--- src/rtl/target_io_pkg.sv ---
// Shared definitions for the target I/O controller: channel modes, PWR control
// bit positions and the power-sequencer state type.
package target_io_pkg;

    typedef enum logic [1:0] {
        IOMODE_HIZ  = 2'd0,
        IOMODE_GPIO = 2'd1,
        IOMODE_ALT  = 2'd2,
        IOMODE_OD   = 2'd3
    } iomode_e;

    localparam int PWR_BIT_EN    = 0;
    localparam int PWR_BIT_PULSE = 1;
    localparam int PWR_BIT_CLR   = 2;
    localparam int PWR_LEN       = 5;

    typedef enum logic [1:0] {
        PWR_OFF    = 2'd0,
        PWR_SETTLE = 2'd1,
        PWR_ON     = 2'd2
    } pwr_state_e;

    function automatic int gpio_bytes(input int num_io);
        return (num_io + 7) / 8;
    endfunction

endpackage

--- src/rtl/target_pwr_seq.sv ---
// Target power sequencer: OFF/SETTLE/ON state machine with settle timer,
// self-timed nRST pulse counter and sticky dropped-pulse flag.
module target_pwr_seq
    import target_io_pkg::*;
#(
    parameter int pDLY_WIDTH = 16
) (
    input  logic                  clk,
    input  logic                  rst,
    input  logic                  power_en,
    input  logic                  pulse_req,
    input  logic                  clear_dropped,
    input  logic [pDLY_WIDTH-1:0] settle,
    input  logic [pDLY_WIDTH-1:0] pulse_len,
    output logic                  force_hiz,
    output logic                  power_good,
    output logic                  target_npower,
    output logic                  nrst_oe,
    output logic                  pulse_dropped
);

    localparam logic [pDLY_WIDTH-1:0] CNT_ONE = pDLY_WIDTH'(1);

    pwr_state_e            state_q, state_d;
    logic [pDLY_WIDTH-1:0] settle_cnt_q, settle_cnt_d;
    logic [pDLY_WIDTH-1:0] pulse_cnt_q, pulse_cnt_d;
    logic                  dropped_q, dropped_d;
    logic                  req_ok;

    // NOTE: every signal driven here gets a default first, so no path can infer a latch.
    always_comb begin
        state_d      = state_q;
        settle_cnt_d = settle_cnt_q;
        pulse_cnt_d  = (pulse_cnt_q != '0) ? pulse_cnt_q - CNT_ONE : '0;
        dropped_d    = dropped_q;
        req_ok       = power_en && (state_q == PWR_ON);

        if (!power_en) begin
            state_d      = PWR_OFF;
            settle_cnt_d = '0;
            pulse_cnt_d  = '0;
        end else begin
            case (state_q)
                PWR_OFF: begin
                    state_d      = PWR_SETTLE;
                    settle_cnt_d = settle;
                end
                PWR_SETTLE: begin
                    // A settle count of 0 or 1 both give a single settle cycle.
                    if (settle_cnt_q <= CNT_ONE) state_d = PWR_ON;
                    else settle_cnt_d = settle_cnt_q - CNT_ONE;
                end
                PWR_ON: ;
                default: state_d = PWR_OFF;
            endcase
        end

        if (pulse_req && req_ok)
            pulse_cnt_d = (pulse_len == '0) ? CNT_ONE : pulse_len;

        if (clear_dropped) dropped_d = 1'b0;
        if (pulse_req && !req_ok) dropped_d = 1'b1;
    end

    // NOTE: sequential state uses non-blocking assignments so all registers update together.
    always_ff @(posedge clk or posedge rst) begin
        if (rst) begin
            state_q      <= PWR_OFF;
            settle_cnt_q <= '0;
            pulse_cnt_q  <= '0;
            dropped_q    <= 1'b0;
        end else begin
            state_q      <= state_d;
            settle_cnt_q <= settle_cnt_d;
            pulse_cnt_q  <= pulse_cnt_d;
            dropped_q    <= dropped_d;
        end
    end

    // Pad enables are registered from the next state so hi-Z tracks state changes exactly.
    assign force_hiz     = (state_d != PWR_ON);
    assign power_good    = (state_q == PWR_ON);
    assign target_npower = (state_q == PWR_OFF);
    assign nrst_oe       = (pulse_cnt_q != '0);
    assign pulse_dropped = dropped_q;

endmodule

--- src/rtl/target_io_ctrl.sv ---
// Target I/O controller: register bank, per-channel mode mux, input synchroniser
// and pad tri-states, with power sequencing delegated to target_pwr_seq.
module target_io_ctrl
    import target_io_pkg::*;
#(
    parameter int         pNUM_IO      = 8,
    parameter logic [5:0] pADDR_IOMODE = 6'd56,
    parameter logic [5:0] pADDR_GPIO   = 6'd57,
    parameter logic [5:0] pADDR_PWR    = 6'd58,
    parameter int         pDLY_WIDTH   = 16
) (
    input  logic               clk,
    input  logic               reset_i,
    input  logic [5:0]         reg_address,
    input  logic [15:0]        reg_bytecnt,
    input  logic [7:0]         reg_datai,
    output logic [7:0]         reg_datao,
    input  logic               reg_read,
    input  logic               reg_write,
    input  logic               reg_addrvalid,
    input  logic [5:0]         reg_hypaddress,
    output logic [15:0]        reg_hyplen,
    input  logic [pNUM_IO-1:0] io_i,
    output logic [pNUM_IO-1:0] io_o,
    output logic [pNUM_IO-1:0] io_oe,
    input  logic [pNUM_IO-1:0] alt_out_i,
    input  logic [pNUM_IO-1:0] alt_oe_i,
    output logic [pNUM_IO-1:0] alt_in_o,
    output logic               target_npower,
    output logic               nrst_o,
    output logic               nrst_oe,
    output logic [1:0]         status_o
);

    localparam int GPIO_BYTES = gpio_bytes(pNUM_IO);

    logic [7:0]              iomode [pNUM_IO];
    logic [pNUM_IO-1:0]      gpio_out;
    logic [pNUM_IO-1:0]      sync_meta, sync_q;
    logic [GPIO_BYTES*8-1:0] sync_pad;
    logic                    power_en;
    logic [15:0]             settle_reg, pulse_len_reg;
    logic [7:0]              read_byte;
    logic [pNUM_IO-1:0]      io_o_d, io_oe_d;

    logic wr_en, pwr_byte0_wr, power_en_eff, pulse_req, clear_dropped;
    logic force_hiz, power_good, pulse_dropped;

    assign wr_en        = reg_write & reg_addrvalid;
    assign pwr_byte0_wr = wr_en && (reg_address == pADDR_PWR) && (reg_bytecnt == 16'd0);
    // The sequencer sees a byte0 write in the same cycle, so its bits act together.
    assign power_en_eff  = pwr_byte0_wr ? reg_datai[PWR_BIT_EN] : power_en;
    assign pulse_req     = pwr_byte0_wr & reg_datai[PWR_BIT_PULSE];
    assign clear_dropped = pwr_byte0_wr & reg_datai[PWR_BIT_CLR];

    // NOTE: the mode array is reset explicitly because its value drives the pads after power-up.
    always_ff @(posedge clk or posedge reset_i) begin
        if (reset_i) begin
            for (int ch = 0; ch < pNUM_IO; ch++) iomode[ch] <= 8'h00;
            gpio_out      <= '0;
            power_en      <= 1'b0;
            settle_reg    <= '0;
            pulse_len_reg <= '0;
        end else if (wr_en) begin
            if (reg_address == pADDR_IOMODE) begin
                for (int ch = 0; ch < pNUM_IO; ch++)
                    if (reg_bytecnt == 16'(ch)) iomode[ch] <= reg_datai;
            end else if (reg_address == pADDR_GPIO) begin
                for (int i = 0; i < pNUM_IO; i++)
                    if (reg_bytecnt == 16'(i / 8)) gpio_out[i] <= reg_datai[i % 8];
            end else if (reg_address == pADDR_PWR) begin
                case (reg_bytecnt)
                    16'd0:   power_en             <= reg_datai[PWR_BIT_EN];
                    16'd1:   settle_reg[7:0]      <= reg_datai;
                    16'd2:   settle_reg[15:8]     <= reg_datai;
                    16'd3:   pulse_len_reg[7:0]   <= reg_datai;
                    16'd4:   pulse_len_reg[15:8]  <= reg_datai;
                    default: ;
                endcase
            end
        end
    end

    assign sync_pad = (GPIO_BYTES*8)'(sync_q);

    always_comb begin
        read_byte = 8'h00;
        if (reg_address == pADDR_IOMODE) begin
            for (int ch = 0; ch < pNUM_IO; ch++)
                if (reg_bytecnt == 16'(ch)) read_byte = iomode[ch];
        end else if (reg_address == pADDR_GPIO) begin
            for (int b = 0; b < GPIO_BYTES; b++)
                if (reg_bytecnt == 16'(b)) read_byte = sync_pad[b*8 +: 8];
        end else if (reg_address == pADDR_PWR) begin
            case (reg_bytecnt)
                16'd0:   read_byte = {7'b0, power_en};
                16'd1:   read_byte = settle_reg[7:0];
                16'd2:   read_byte = settle_reg[15:8];
                16'd3:   read_byte = pulse_len_reg[7:0];
                16'd4:   read_byte = pulse_len_reg[15:8];
                default: read_byte = 8'h00;
            endcase
        end
    end

    always_ff @(posedge clk or posedge reset_i) begin
        if (reset_i) reg_datao <= 8'h00;
        else         reg_datao <= (reg_read & reg_addrvalid) ? read_byte : 8'h00;
    end

    always_comb begin
        reg_hyplen = 16'd0;
        if      (reg_hypaddress == pADDR_IOMODE) reg_hyplen = 16'(pNUM_IO);
        else if (reg_hypaddress == pADDR_GPIO)   reg_hyplen = 16'(GPIO_BYTES);
        else if (reg_hypaddress == pADDR_PWR)    reg_hyplen = 16'(PWR_LEN);
    end

    always_ff @(posedge clk or posedge reset_i) begin
        if (reset_i) begin
            sync_meta <= '0;
            sync_q    <= '0;
        end else begin
            sync_meta <= io_i;
            sync_q    <= sync_meta;
        end
    end

    assign alt_in_o = sync_q;

    always_comb begin
        io_o_d  = '0;
        io_oe_d = '0;
        for (int ch = 0; ch < pNUM_IO; ch++) begin
            case (iomode_e'(iomode[ch][1:0]))
                IOMODE_GPIO: begin
                    io_o_d[ch]  = gpio_out[ch];
                    io_oe_d[ch] = 1'b1;
                end
                IOMODE_ALT: begin
                    io_o_d[ch]  = alt_out_i[ch];
                    io_oe_d[ch] = alt_oe_i[ch];
                end
                IOMODE_OD: begin
                    io_o_d[ch]  = 1'b0;
                    io_oe_d[ch] = ~alt_out_i[ch];
                end
                default: begin
                    io_o_d[ch]  = 1'b0;
                    io_oe_d[ch] = 1'b0;
                end
            endcase
        end
        if (force_hiz) io_oe_d = '0;
    end

    always_ff @(posedge clk or posedge reset_i) begin
        if (reset_i) begin
            io_o  <= '0;
            io_oe <= '0;
        end else begin
            io_o  <= io_o_d;
            io_oe <= io_oe_d;
        end
    end

    target_pwr_seq #(
        .pDLY_WIDTH(pDLY_WIDTH)
    ) u_pwr_seq (
        .clk           (clk),
        .rst           (reset_i),
        .power_en      (power_en_eff),
        .pulse_req     (pulse_req),
        .clear_dropped (clear_dropped),
        .settle        (pDLY_WIDTH'(settle_reg)),
        .pulse_len     (pDLY_WIDTH'(pulse_len_reg)),
        .force_hiz     (force_hiz),
        .power_good    (power_good),
        .target_npower (target_npower),
        .nrst_oe       (nrst_oe),
        .pulse_dropped (pulse_dropped)
    );

    assign nrst_o   = 1'b0;
    assign status_o = {pulse_dropped, power_good};

endmodule

--- config.mk ---
export PLATFORM = sky130hd
export DESIGN_NAME = target_io_ctrl
export DESIGN_NICKNAME = d
export VERILOG_FILES = /design/src/rtl/target_io_pkg.sv /design/src/rtl/target_pwr_seq.sv /design/src/rtl/target_io_ctrl.sv
export SDC_FILE = /design/constraint.sdc
export NUM_CORES = 1
export LEC_CHECK = 0
export ABC_CLOCK_PERIOD_IN_PS = 5200
export BUFFER_PORTS_ARGS = -buffer_cell sky130_fd_sc_hd__buf_4
export CAP_MARGIN = 20
export CORE_ASPECT_RATIO = 1.1
export CORE_MARGIN = 5
export CORE_UTILIZATION = 58
export DETAILED_ROUTE_END_ITERATION = 7
export PLACE_DENSITY = 0.8
export SYNTH_ARGS = -nofsm -noshare
export SYNTH_HDL_FRONTEND = slang
export SYNTH_HIERARCHICAL = 1
export SYNTH_SLANG_ARGS = --single-unit
export TNS_END_PERCENT = 100
--- constraint.sdc ---
create_clock -name clk -period 5.2 [get_ports clk]
set_input_delay 0.26 -clock clk [delete_from_list [all_inputs] [get_ports clk]]
set_output_delay 0.26 -clock clk [all_outputs]
set_load 0.1 [all_outputs]
==> impl_metrics.json, run 1 <==
{
  "outcome": "complete, no violations",
  "initial_core_util": 0.587,
  "cts_sinks": 180,
  "synth_most_common_cell": "dfrtp_1",
  "wl_mm": 23.4,
  "synth_area_per_cell_um2": 11.4,
  "synthXorXnorAreaFrac": 0.0143,
  "vias": 6941,
  "fin_nets": 992,
  "io_buffers": 103,
  "wl_per_cell_um": 21.1,
  "clockBufferDepth": 2,
  "grt_pass1_vias": 7002,
  "syn_to_final_growth_pct": 16.6,
  "htree_levels": 4,
  "end_kind": "flip-flop",
  "cts_buffers": 17,
  "synthAdderAreaFrac": 0.0382,
  "hold_viol": 0,
  "top_register": "iomode",
  "setup_tns_ps": 0,
  "rsz0062_at_grt": "no",
  "max_freq_mhz": 290,
  "worst_ep_required_time_ps": 5550,
  "grt_max_degree": 92,
  "peakVddDrop_uv": 223,
  "largest_register_ffs": 64,
  "yosys.area.top_type": "dfrtp_1",
  "ys_types": 70,
  "synth_compound_area_frac": 0.123,
  "slew_headroom": 0.352,
  "tightest_slew_ps": 966,
  "min_period_ps": 3450,
  "post_cts_buffers": 0,
  "dp.cells": 1071,
  "dieArea_um2": 18400,
  "ys_warn_count": 6,
  "clock_latency_ps": 440,
  "synth_flop_cell": "dfrtp_1",
  "overflow": 0,
  "slew_violations": 0,
  "fillers": 1158,
  "setup_viol": 0,
  "setup_slack_ps": 1750,
  "clock-root-buffer": "clkbuf_16",
  "muxShareOfSynthArea": 0.153,
  "start_kind": "input port",
  "synth_area_leaders": "dfrtp_1, mux2_2, ha_1",
  "synth-async-reset-ratio": 1.00,
  "antenna_found_initial": 0,
  "via_per_inst": 6.24,
  "synthTopCellsByCount": "dfrtp_1, mux2_2, nand2_1",
  "hold_buffers": 9,
  "synth_top_area_frac": 0.491,
  "final_cells": 1112,
  "synth-edff-count": 0,
  "finClkSkew_ps": 16.2,
  "drt-initial-drc-count": 847,
  "drive_gt1_frac": 0.310,
  "diodes": 0,
  "core_um2": 15600,
  "critical_path_arrival_ps": 3800,
  "p_leak_nw": 5.14,
  "synthCells": 803,
  "period_share": 0.664,
  "ys_seq_area_frac": 0.491,
  "ctsResizeCount": 0,
  "path_max_fanout": 20,
  "ant_nets": 0,
  "place_hpwl_mm": 16.0,
  "crit_type": "input port to flip-flop",
  "cts_tree": "yes",
  "die_w_um": 130,
  "first_pass_iters": 6,
  "synth_seq_cells": 180,
  "synthSimpleGateAreaFrac": 0.130,
  "row_count": 48,
  "io_pins": 118,
  "clkTransAtPathRegs_ps": 70,
  "dp_slack_ps": 1400,
  "groute.usage.overall": 0.266,
  "power_density_nw_per_um2": 277,
  "drc": 0,
  "grt_pass1_wl_mm": 37.7,
  "gp_congestion": 0.890,
  "die_h_um": 142,
  "rr_worst_depth": 6,
  "whs_path_depth": 3,
  "hp-class": "input port to flip-flop",
  "cap_violations": 0,
  "syn_area_um2": 9170,
  "synth_top_family_by_area": "multiplexers"
}
-- cells in the final DEF (no fill, tap or decap), types with 6 or more instances in the layout --
cell type      count
nand3_1            9
xnor2_1           12
or4_1              6
or3_1              6
clkbuf_16         17
nor2_1            31
a21oi_1           41
o21ai_0           23
nor4_4             6
o21ai_2           10
dfrtp_1          180
dlygate4sd3_1      9
nor4_1            17
o31ai_1            7
inv_1             37
a211oi_1          11
mux2i_1            6
ha_1              28
mux2_2           105
a221oi_1          12
a22oi_1           21
conb_1            14
nor3_1            16
buf_4            108
nand2_1           65
-- metal layers --
layer	vias to the layer above	GRT usage	wire length [µm]	part of all wire
li1	3122	-	-	-
met2	290	0.429	11700	0.50
met4	0	0.125	1010	0.043
met3	72	0.0572	1450	0.062
met1	3457	0.344	9270	0.40
met5	-	0	0	0
-- final timing paths --
kind	start	slack [ps]	to
min reg2reg	sync_meta[4]$_DFF_PP0_	350	alt_in_o[4]$_DFF_PP0_
min in group asynchronous	reset_i	510	u_pwr_seq/pulse_cnt_q[9]$_DFF_PP0_
max in group asynchronous	reset_i	3470	iomode[38]$_DFFE_PP0P_
max	reg_bytecnt[5]	1750	u_pwr_seq/pulse_cnt_q[1]$_DFF_PP0_
min	alt_out_i[0]	90	io_o[0]$_DFF_PP0_
max reg2reg	u_pwr_seq/settle_cnt_q[4]$_DFFE_PP0P_	2730	io_oe[2]$_DFF_PP0_
-- stage by stage --
stage | cell area [µm²] | hold WS (ps) | util | power (W)
floorplan | 9220 | 291 | - | 0.00157
global placement | 9970 | 332 | 0.639 | 0.00163
detailed placement | 9970 | 336 | 0.639 | 0.00163
CTS | 10700 | 74.0 | 0.685 | 0.00298
global route | 10700 | 85.0 | 0.685 | 0.00306
finish | 10700 | 87.9 | 0.685 | 0.00297
-- logic make-up after synthesis --
kind of cell | Yosys count
xor gates and xnor gates | 15
DFF | 180
adders and majority gates | 28
AOI/OAI and AO/OA | 164
and+or+nand+nor | 203
buffers and inverters | 92
other | 1
muxes | 120
-- area by class of cell --
cell class / instances / area (µm²) / area share
Multi-Input combinational cell: 544 / 4260 / 0.398
Tap cell: 200 / 250 / 0.0234
Timing Repair Buffer: 117 / 901 / 0.0843
Clock inverter: 10 / 143 / 0.0133
Sequential cell: 180 / 4500 / 0.421
Clock buffer: 22 / 484 / 0.0453
Inverter: 39 / 151 / 0.0142
-- power breakdown --
part           switching, W  internal [W]
logic              0.000151     0.0000518
registers        0.00000362       0.00141
clock network      0.000543      0.000811
-- critical path: stages --
cell	delay [ps]
buf_4	100
or4_1	920
nor4_4	420
buf_4	290
nand2_1	110
mux2_2	520
and3_2	310
nor2b_1	610
nand2_1	160
o21ai_2	90
Power figures use the tool's default switching activity.
==> run 2, diff against run 1 <==
--- a/config.mk
+++ b/config.mk
@@ -5,14 +5,15 @@
 export SDC_FILE = /design/constraint.sdc
 export NUM_CORES = 1
 export LEC_CHECK = 0
-export ABC_CLOCK_PERIOD_IN_PS = 5200
+export ABC_AREA = 1
+export ABC_CLOCK_PERIOD_IN_PS = 2900
 export BUFFER_PORTS_ARGS = -buffer_cell sky130_fd_sc_hd__buf_4
 export CAP_MARGIN = 20
 export CORE_ASPECT_RATIO = 1.1
 export CORE_MARGIN = 5
-export CORE_UTILIZATION = 58
+export CORE_UTILIZATION = 53
 export DETAILED_ROUTE_END_ITERATION = 7
-export PLACE_DENSITY = 0.8
+export PLACE_DENSITY = 0.77
 export SYNTH_ARGS = -nofsm -noshare
 export SYNTH_HDL_FRONTEND = slang
 export SYNTH_HIERARCHICAL = 1
==> constraint.sdc (replaced) <==
create_clock -name clk -period 2.9 [get_ports clk]
set_input_delay 0.145 -clock clk [delete_from_list [all_inputs] [get_ports clk]]
set_output_delay 0.145 -clock clk [all_outputs]
set_load 0.1 [all_outputs]
==> impl_metrics.json, run 2 <==
{
  "outcome": "complete, no violations",
  "peakVddDrop_uv": 405,
  "row_count": 51,
  "setup_slack_ps": 839,
  "power_density_nw_per_um2": 465,
  "pwr-share-clk": 0.439,
  "clock-root-buffer": "clkbuf_16",
  "synth_flop_cell": "dfrtp_1",
  "path_max_fanout": 9,
  "min_period_ps": 2060,
  "wl_mm": 23.7,
  "top_register": "iomode",
  "cts_buffers": 17,
  "synth_top_area_frac": 0.481,
  "ys_warn_count": 6,
  "clock_latency_ps": 440,
  "synthCells": 1199,
  "slew_violations": 0,
  "syn_area_um2": 9370,
  "synth-async-reset-ratio": 1.00,
  "setup_viol": 0,
  "grt_pass1_wl_mm": 37.9,
  "switching_share": 0.255,
  "hold_viol": 0,
  "ys_seq_area_frac": 0.481,
  "drt-initial-drc-count": 615,
  "synthTopCellsByCount": "nand2_1, dfrtp_1, inv_1",
  "drc": 0,
  "syn_to_final_growth_pct": 18.0,
  "dieArea_um2": 20400,
  "fillers": 1543,
  "p_comb_frac": 0.069,
  "finClkSkew_ps": 13.5,
  "ant_nets": 0,
  "yosys.area.top_type": "dfrtp_1",
  "overflow": 0,
  "hp-class": "input port to flip-flop",
  "crit_type": "flip-flop to flip-flop",
  "initial_core_util": 0.534,
  "diodes": 0,
  "end_kind": "flip-flop",
  "cap_violations": 0,
  "vias": 8074,
  "place_hpwl_mm": 16.8,
  "final_common_cell": "nand2_1",
  "p_int_w": 0.00383,
  "slew_headroom": 0.442,
  "clkTransAtPathRegs_ps": 70,
  "synth_area_leaders": "dfrtp_1, nand2_1, o21ai_0",
  "io_pins": 118,
  "tightest_slew_ps": 837,
  "wl_per_cell_um": 15.1,
  "worst_ep_required_time_ps": 3280,
  "largest_register_ffs": 64,
  "die_w_um": 137,
  "cts_sinks": 180,
  "ys_types": 36,
  "hold-worst-slack_ps": 20.6,
  "gp_congestion": 0.896,
  "p_leak_nw": 5.66,
  "fin_nets": 1408,
  "groute.usage.overall": 0.236,
  "clockBufferDepth": 2,
  "dp_slack_ps": 441,
  "drive_gt1_frac": 0.150,
  "synth_area_per_cell_um2": 7.82,
  "setup_tns_ps": 0,
  "core_um2": 17500,
  "via_per_inst": 5.16,
  "critical_path_arrival_ps": 2440,
  "cts_tree": "yes",
  "die_h_um": 149,
  "start_kind": "flip-flop",
  "grt_pass1_vias": 7606,
  "period_share": 0.711,
  "first_pass_iters": 5,
  "grt_max_degree": 146,
  "p_switching_w": 0.00131,
  "htree_levels": 4,
  "antenna_found_initial": 0,
  "max_freq_mhz": 485,
  "io_buffers": 103,
  "layout_common_cells": "nand2_1, dfrtp_1, inv_1, buf_4, nor2_1",
  "synth-edff-count": 0,
  "synth_most_common_cell": "nand2_1",
  "rsz0062_at_grt": "no",
  "synth_seq_cells": 180,
  "seq_power_share": 0.492
}
-- run 2: changes by cell type in the layout (fill, tap and decap cells not counted), moves of 15 or more --
cell / delta
nand2_1: +292
mux2_2: -105
o21ai_0: +80
inv_1: +79
nor2_1: +78
nand3_1: +51
o21ai_1: +51
a22oi_1: -21
nor4_1: -16
dlygate4sd3_1: +15
-- run 2: path summary, 6_finish.rpt --
| check | start | end | slack (ps) | cells past startpoint |
|---|---|---|---|---|
| max | u_pwr_seq/settle_cnt_q[0]$_DFFE_PP0P_ | io_oe[0]$_DFF_PP0_ | 840 | 12 |
| min | alt_oe_i[6] | io_oe[6]$_DFF_PP0_ | 20 | 5 |
| max reg2reg | u_pwr_seq/settle_cnt_q[0]$_DFFE_PP0P_ | io_oe[0]$_DFF_PP0_ | 840 | 12 |
| min reg2reg | sync_meta[6]$_DFF_PP0_ | alt_in_o[6]$_DFF_PP0_ | 350 | 0 |
| max in group asynchronous | reset_i | sync_meta[4]$_DFF_PP0_ | 1790 | 4 |
| min in group asynchronous | reset_i | u_pwr_seq/settle_cnt_q[9]$_DFFE_PP0P_ | 390 | 3 |
-- run 2: critical path: stages, from the launching register on --
cell and delay, ps:
dfrtp_1 400, inv_1 140, ha_1 230, nor2_1 70, nor2_1 100, nand3_1 110
nand2_2 130, nand2_4 110, a21oi_2 140, inv_1 230, a21oi_1 170, o21ai_0 100
inv_1 60
-- run 2: power groups by stage --
stage | Combinational, W | Clock, W | Sequential (W)
floorplan | 0.000174 | 0 | 0.00262
CTS | 0.000359 | 0.00229 | 0.00253
global placement | 0.000331 | 0 | 0.00257
detailed placement | 0.000333 | 0 | 0.00257
global route | 0.000384 | 0.00238 | 0.00253
finish | 0.000357 | 0.00225 | 0.00253
-- run 2: final cells by class --
type / count / area, µm² / share of cell area
sequential: 180 / 4500 / 0.407
clock buffer: 18 / 429 / 0.0388
timing repair buffer: 135 / 1090 / 0.0982
tap: 238 / 298 / 0.0269
clock inverter: 14 / 143 / 0.0129
multi-input combinational: 852 / 4110 / 0.371
inverter: 129 / 490 / 0.0444
-- run 2: what timing repair did --
| action | 4_1_cts | 5_1_grt |
|---|---|---|
| endpoints found under the hold margin | 47 | 0 |
| setup buffers | 0 | 0 |
| resized for setup | 0 | 0 |
| hold buffers | 24 | 0 |
-- run 2: through the flow --
step / util / instance area, µm² / total power (W) / instances
after floorplan: - / 9420 / 0.00279 / 1212
after global placement: 0.584 / 10200 / 0.00291 / 1510
after detailed placement: 0.584 / 10200 / 0.00291 / 1510
after CTS: 0.630 / 11100 / 0.00517 / 1566
after global routing: 0.630 / 11100 / 0.00529 / 1566
final: 0.630 / 11100 / 0.00514 / 1566
-- run 2: cells by family (layout without fill, tap and decap cells) --
kind of cell | after synthesis | count (layout) | share of synthesized area
other | 1 | 14 | 0.000400
flip-flops | 180 | 180 | 0.481
adder cells (fa/ha/maj) | 28 | 28 | 0.0374
AO/OA/AOI/OAI | 201 | 201 | 0.109
XOR/XNOR | 9 | 9 | 0.00841
AND/OR/NAND/NOR | 600 | 600 | 0.277
buffers and inverters | 180 | 296 | 0.0865
-- run 2: routing by layer --
layer	vias up	GRT usage	routed length, µm
met2	210	0.403	12100
li1	4012	-	-
met4	0	0.0853	606
met5	-	0	0
met1	3810	0.306	9980
met3	42	0.0373	990
